$ cat config.mk
export PLATFORM = sky130hd
export DESIGN_NAME = reset_sequencer
export DESIGN_NICKNAME = d
export VERILOG_FILES = /design/src/rtl/reset_sequencer.sv
export SDC_FILE = /design/constraint.sdc
export NUM_CORES = 1
export LEC_CHECK = 0
export CORE_UTILIZATION = 55
export DETAILED_ROUTE_END_ITERATION = 12
export DONT_BUFFER_PORTS = 1
export MAX_ROUTING_LAYER = met4
export PLACE_DENSITY = 0.73
export RECOVER_POWER = 50
export SYNTH_ARGS = -nofsm -noshare
export SYNTH_HDL_FRONTEND = slang
export SYNTH_SLANG_ARGS = --single-unit
$ cat constraint.sdc
create_clock -name clk -period 5.2 [get_ports clk]
set_input_delay 0 -clock clk [delete_from_list [all_inputs] [get_ports clk]]
set_output_delay 0 -clock clk [all_outputs]
set_load 0.01 [all_outputs]
$ cat src/rtl/reset_sequencer.sv
// Ordered release of NUM_STAGES downstream resets: hold all for WIDTH cycles, then release
// each stage once the previous one reports ready and has settled for DELAY cycles.
module reset_sequencer #(
    parameter int NUM_STAGES = 4,
    parameter int WIDTH      = 50,
    parameter int DELAY      = 10,
    parameter int TIMEOUT    = 1024
) (
    input  logic                  clk,
    input  logic                  reset_i,
    input  logic                  start_i,
    input  logic [NUM_STAGES-1:0] stage_ready_i,
    output logic [NUM_STAGES-1:0] stage_reset_o,
    output logic                  busy_o,
    output logic                  done_o,
    output logic                  error_o,
    output logic [2:0]            fail_stage_o,
    output logic [7:0]            restart_count_o
);

    localparam int MAX_AB = (WIDTH > DELAY) ? WIDTH : DELAY;
    localparam int MAX_ALL = (MAX_AB > TIMEOUT) ? MAX_AB : TIMEOUT;
    localparam int CNT_W = $clog2(MAX_ALL + 1);

    localparam logic [CNT_W-1:0]      WIDTH_C   = CNT_W'(WIDTH);
    localparam logic [CNT_W-1:0]      DELAY_C   = CNT_W'(DELAY);
    localparam logic [CNT_W-1:0]      TIMEOUT_C = CNT_W'(TIMEOUT - 1);
    localparam logic [2:0]            LAST_C    = 3'(NUM_STAGES - 1);
    localparam logic [NUM_STAGES-1:0] ALL_ONES  = '1;
    localparam logic [NUM_STAGES-1:0] STAGE0    = NUM_STAGES'(1);

    typedef enum logic [2:0] {
        S_ASSERT,
        S_WAIT_READY,
        S_SETTLE,
        S_DONE,
        S_ERROR
    } state_t;

    state_t                  state_q;
    logic [2:0]              k_q;
    logic [CNT_W-1:0]        cnt_q;
    logic [NUM_STAGES-1:0]   stage_reset_q;
    logic                    busy_q;
    logic                    done_q;
    logic                    error_q;
    logic [2:0]              fail_stage_q;
    logic [7:0]              restart_q;

    logic [NUM_STAGES-1:0]   confirmed_d;
    logic                    lost_ready_d;
    logic                    ready_cur_d;

    // Stages whose ready has already been accepted; losing any of them forces a full rerun.
    always_comb begin
        confirmed_d = '0;
        for (int j = 0; j < NUM_STAGES; j++) begin
            case (state_q)
                S_WAIT_READY: confirmed_d[j] = (3'(j) < k_q);
                S_SETTLE:     confirmed_d[j] = (3'(j) <= k_q);
                S_DONE:       confirmed_d[j] = 1'b1;
                default:      confirmed_d[j] = 1'b0;
            endcase
        end
    end

    assign lost_ready_d = |(confirmed_d & ~stage_ready_i);
    assign ready_cur_d  = |(stage_ready_i & (STAGE0 << k_q));

    always_ff @(posedge clk) begin
        if (reset_i) begin
            state_q       <= S_ASSERT;
            k_q           <= '0;
            cnt_q         <= '0;
            stage_reset_q <= ALL_ONES;
            busy_q        <= 1'b1;
            done_q        <= 1'b0;
            error_q       <= 1'b0;
            fail_stage_q  <= '0;
            restart_q     <= '0;
        end else if (start_i || lost_ready_d) begin
            state_q       <= S_ASSERT;
            k_q           <= '0;
            cnt_q         <= '0;
            stage_reset_q <= ALL_ONES;
            busy_q        <= 1'b1;
            done_q        <= 1'b0;
            error_q       <= 1'b0;
            fail_stage_q  <= '0;
            if (!start_i && restart_q != 8'hFF) begin
                restart_q <= restart_q + 8'd1;
            end
        end else begin
            case (state_q)
                S_ASSERT: begin
                    if (cnt_q == WIDTH_C) begin
                        state_q       <= S_WAIT_READY;
                        k_q           <= '0;
                        cnt_q         <= '0;
                        stage_reset_q <= ALL_ONES << 1;
                    end else begin
                        cnt_q <= cnt_q + 1'b1;
                    end
                end
                S_WAIT_READY: begin
                    if (ready_cur_d) begin
                        state_q <= S_SETTLE;
                        cnt_q   <= '0;
                    end else if (cnt_q == TIMEOUT_C) begin
                        state_q       <= S_ERROR;
                        cnt_q         <= '0;
                        stage_reset_q <= ALL_ONES;
                        busy_q        <= 1'b0;
                        error_q       <= 1'b1;
                        fail_stage_q  <= k_q;
                    end else begin
                        cnt_q <= cnt_q + 1'b1;
                    end
                end
                // Releases are always one more bit shifted in, so low bits stay contiguous.
                S_SETTLE: begin
                    if (cnt_q == DELAY_C) begin
                        cnt_q <= '0;
                        if (k_q == LAST_C) begin
                            state_q       <= S_DONE;
                            stage_reset_q <= '0;
                            busy_q        <= 1'b0;
                            done_q        <= 1'b1;
                        end else begin
                            state_q       <= S_WAIT_READY;
                            k_q           <= k_q + 3'd1;
                            stage_reset_q <= stage_reset_q << 1;
                        end
                    end else begin
                        cnt_q <= cnt_q + 1'b1;
                    end
                end
                S_DONE, S_ERROR: begin
                    cnt_q <= '0;
                end
                default: begin
                    state_q       <= S_ASSERT;
                    k_q           <= '0;
                    cnt_q         <= '0;
                    stage_reset_q <= ALL_ONES;
                    busy_q        <= 1'b1;
                    done_q        <= 1'b0;
                    error_q       <= 1'b0;
                end
            endcase
        end
    end

    assign stage_reset_o   = stage_reset_q;
    assign busy_o          = busy_q;
    assign done_o          = done_q;
    assign error_o         = error_q;
    assign fail_stage_o    = fail_stage_q;
    assign restart_count_o = restart_q;

endmodule

==> flow_metrics.py <==
metrics = {
    "worst_hold_path": {
        "hold_class": "primary input to register",
    },
    "floorplanning": {
        "die_x_microns": 60.4,
        "placeableCoreArea_sq_mm": 0.00315,
        "die_height_microns": 60.4,
        "io_pins": 25,
        "start_util": 0.594,
        "num_rows": 20,
        "die_area_sq_mm": 0.00364,
    },
    "yosys": {
        "yosys.area_share.adder": 0.0534,
        "synth_area_leaders": "dfxtp_1, nor2_1, ha_1",
        "ys_types": 49,
        "synth_common_cells": "nor2_1, dfxtp_1, a21oi_1, o21ai_0, inv_1",
        "synth_xor_xnor_area_share": 0.0421,
        "synth_top_family_by_area": "simple AND/OR/NAND/NOR gates",
        "yosys.area_share.simple": 0.243,
        "async_reset_ff_frac": 0,
        "yosysTopAreaCellShare": 0.374,
        "yosysTopAreaCell": "dfxtp_1",
        "syn_nets": 240,
        "synthesis.area_sq_mm": 0.00187,
        "avgSynthCellArea_sq_um": 8.32,
        "synth_most_common_cell": "nor2_1",
        "yosys-mux-area-fraction": 0.0281,
        "synth-compound-area-share": 0.210,
        "yosys_warnings": 0,
        "synth_ff_type": "dfxtp_1",
        "seq_area_frac_synth": 0.374,
        "syn_inst": 225,
        "synth_edf_count": 0,
        "ys_ff_latch": 35,
    },
    "global_routing": {
        "grt_max_degree": 16,
        "grt_pass1_vias": 1441,
        "grt_overflow_total": 0,
        "antenna_found_initial": 0,
        "grt_pass1_wl_mm": 6.28,
        "grtUsageTotal": 0.242,
    },
    "setup_path": {
        "critical_path.max_fanout": 11,
        "critPathKind": "register to register",
        "crit_arrival_ns": 2.90,
        "required_ns": 5.47,
        "endpoint_kind": "register",
        "worstSetupStartpointType": "register",
    },
    "placed_design": {
        "place.detailed.hpwl_mm": 2.84,
        "gp_congestion": 0.830,
        "dp.cells": 261,
        "io_buffers": 0,
    },
    "finish": {
        "synthToLayoutAreaGrowth_pct": 3.87,
        "antennaDiodeCount": 0,
        "final_cells": 271,
        "drive_above_1_share": 0.0925,
        "fin_nets": 241,
        "final_core_util": 0.617,
        "n_fill_cell": 294,
    },
    "detailed_routing": {
        "routed_wl_mm": 3.78,
        "route.antenna.remaining_nets": 0,
        "wl_per_cell_microns": 14.0,
        "drc": 0,
        "via_count": 1566,
        "dr.first_iter.drc_count": 75,
        "dr.pass1.iters": 6,
        "viasPerCell": 5.78,
    },
    "sta": {
        "max_freq_ghz": 0.380,
        "worst_pin_slew_ns": 0.760,
        "hold_viol_final": 0,
        "slew_violations": 0,
        "fin_crit_ns": 2.63,
        "period_share": 0.506,
        "fin_skew_ns": 0.00753,
        "tns_ns": 0,
        "rsz0062_at_grt": "no",
        "slew_headroom": 0.492,
        "finalSetupViolations": 0,
    },
    "power": {
        "vdd_drop_max_v": 0.000144,
        "power_w": 0.000430,
        "power_density_mw_per_mm2": 221,
        "p_leak_nw": 0.670,
    },
    "cts": {
        "cts_inserted_buffers": 5,
        "cts-resized-gates": 0,
        "cts_sinks": 35,
        "insertion_delay_ns": 0.34,
        "cts.clk_slew.worst_paths_ns": 0.10,
        "cts-root-buf": "clkbuf_4",
        "cts_max_level": 2,
        "clockBufferDepth": 2,
        "cts_tree": "yes",
    },
    "flow_run": {
        "drv_cap": 0,
    },
    "run_status": {
        "status": "complete, no violations",
    },
}
## cell families (layout without fill, tap and decap cells)
logic type                 after synthesis  in the layout
xor gates and xnor gates                 9              9
adders and majority gates                8              8
buffers and inverters                   20             22
muxes                                    5              5
AOI/OAI and AO/OA                       59             59
and+or+nand+nor                         89             89
DFF                                     35             35
## critical path, cell delays in order, from the launching register on
cell      delay [ns]
dfxtp_1         0.45
inv_1           0.17
ha_1            0.24
o21ai_0         0.16
a31oi_1         0.12
a211oi_1        0.52
a31oi_1         0.20
clkbuf_1        0.30
nand2b_1        0.24
a21oi_1         0.15
## state kept, by name, summed over array words and instances (netlist names)
name and count:
cnt_q 11, busy_o 1, stage_reset_o 4, k_q 3
error_o 1, state_q 3, done_o 1, fail_stage_o 3
restart_count_o 8
## layout make-up
| cell class | count | area [sq um] | area share |
|---|---|---|---|
| Timing Repair Buffer | 3 | 23.8 | 0.0122 |
| Clock inverter | 1 | 5.00 | 0.00257 |
| Sequential cell | 35 | 701 | 0.360 |
| Clock buffer | 7 | 45.0 | 0.0232 |
| Multi-Input combinational cell | 170 | 1070 | 0.552 |
| Tap cell | 44 | 55.1 | 0.0283 |
| Inverter | 11 | 41.3 | 0.0212 |
## layer usage
metal	share of wire	vias up	track usage	wire [microns]
li1	-	794	-	-
met1	0.43	721	0.271	1610
met2	0.50	44	0.413	1890
met3	0.056	7	0.0640	210
met4	0.018	0	0.0897	68
met5	0	-	-	0
## path summary, 6_finish.rpt
path             from                 end  slack (ns)  cells past startpoint
max            k_q[0]             error_o        2.57                      9
min           reset_i  restart_count_o[7]        0.01                      3
max reg2reg    k_q[0]             error_o        2.57                      9
min reg2reg  cnt_q[0]            cnt_q[0]        0.50                      1
## power breakdown
part	switching [W]	internal, W	leakage, nW
registers	0.00000260	0.000270	0.283
clock network	0.0000861	0.0000527	0.0293
logic	0.0000115	0.00000722	0.358
## timing repair
action                     4_1_cts  5_1_grt
hold endpoints to repair         9        0
setup buffers                    0        0
hold buffers                     2        0
setup endpoints to repair        0        0
## cells in the final DEF (no fill, tap or decap), types with 4 or more instances in the layout
master / netlist / layout
a21oi_1: 17 / 17
a31oi_1: 4 / 4
clkbuf_4: 0 / 5
dfxtp_1: 35 / 35
ha_1: 8 / 8
inv_1: 11 / 11
nand2_1: 8 / 8
nand2b_1: 7 / 7
nand3_1: 6 / 6
nand4_1: 4 / 4
nor2_1: 43 / 43
nor3b_1: 4 / 4
o21ai_0: 14 / 14
xnor2_1: 5 / 5
xor2_1: 4 / 4
## through the flow
stage          instance area [sq um]  hold slack (ns)  setup WS, ns
3_3_place_gp                    1880           0.0728          2.82
6_report                        1950          0.00995          2.57
2_1_floorplan                   1870            0.204          3.06
5_1_grt                         1950           0.0159          2.34
3_5_place_dp                    1880           0.0755          2.70
4_1_cts                         1950          0.00203          2.69
(Power assumes the default switching activity.)
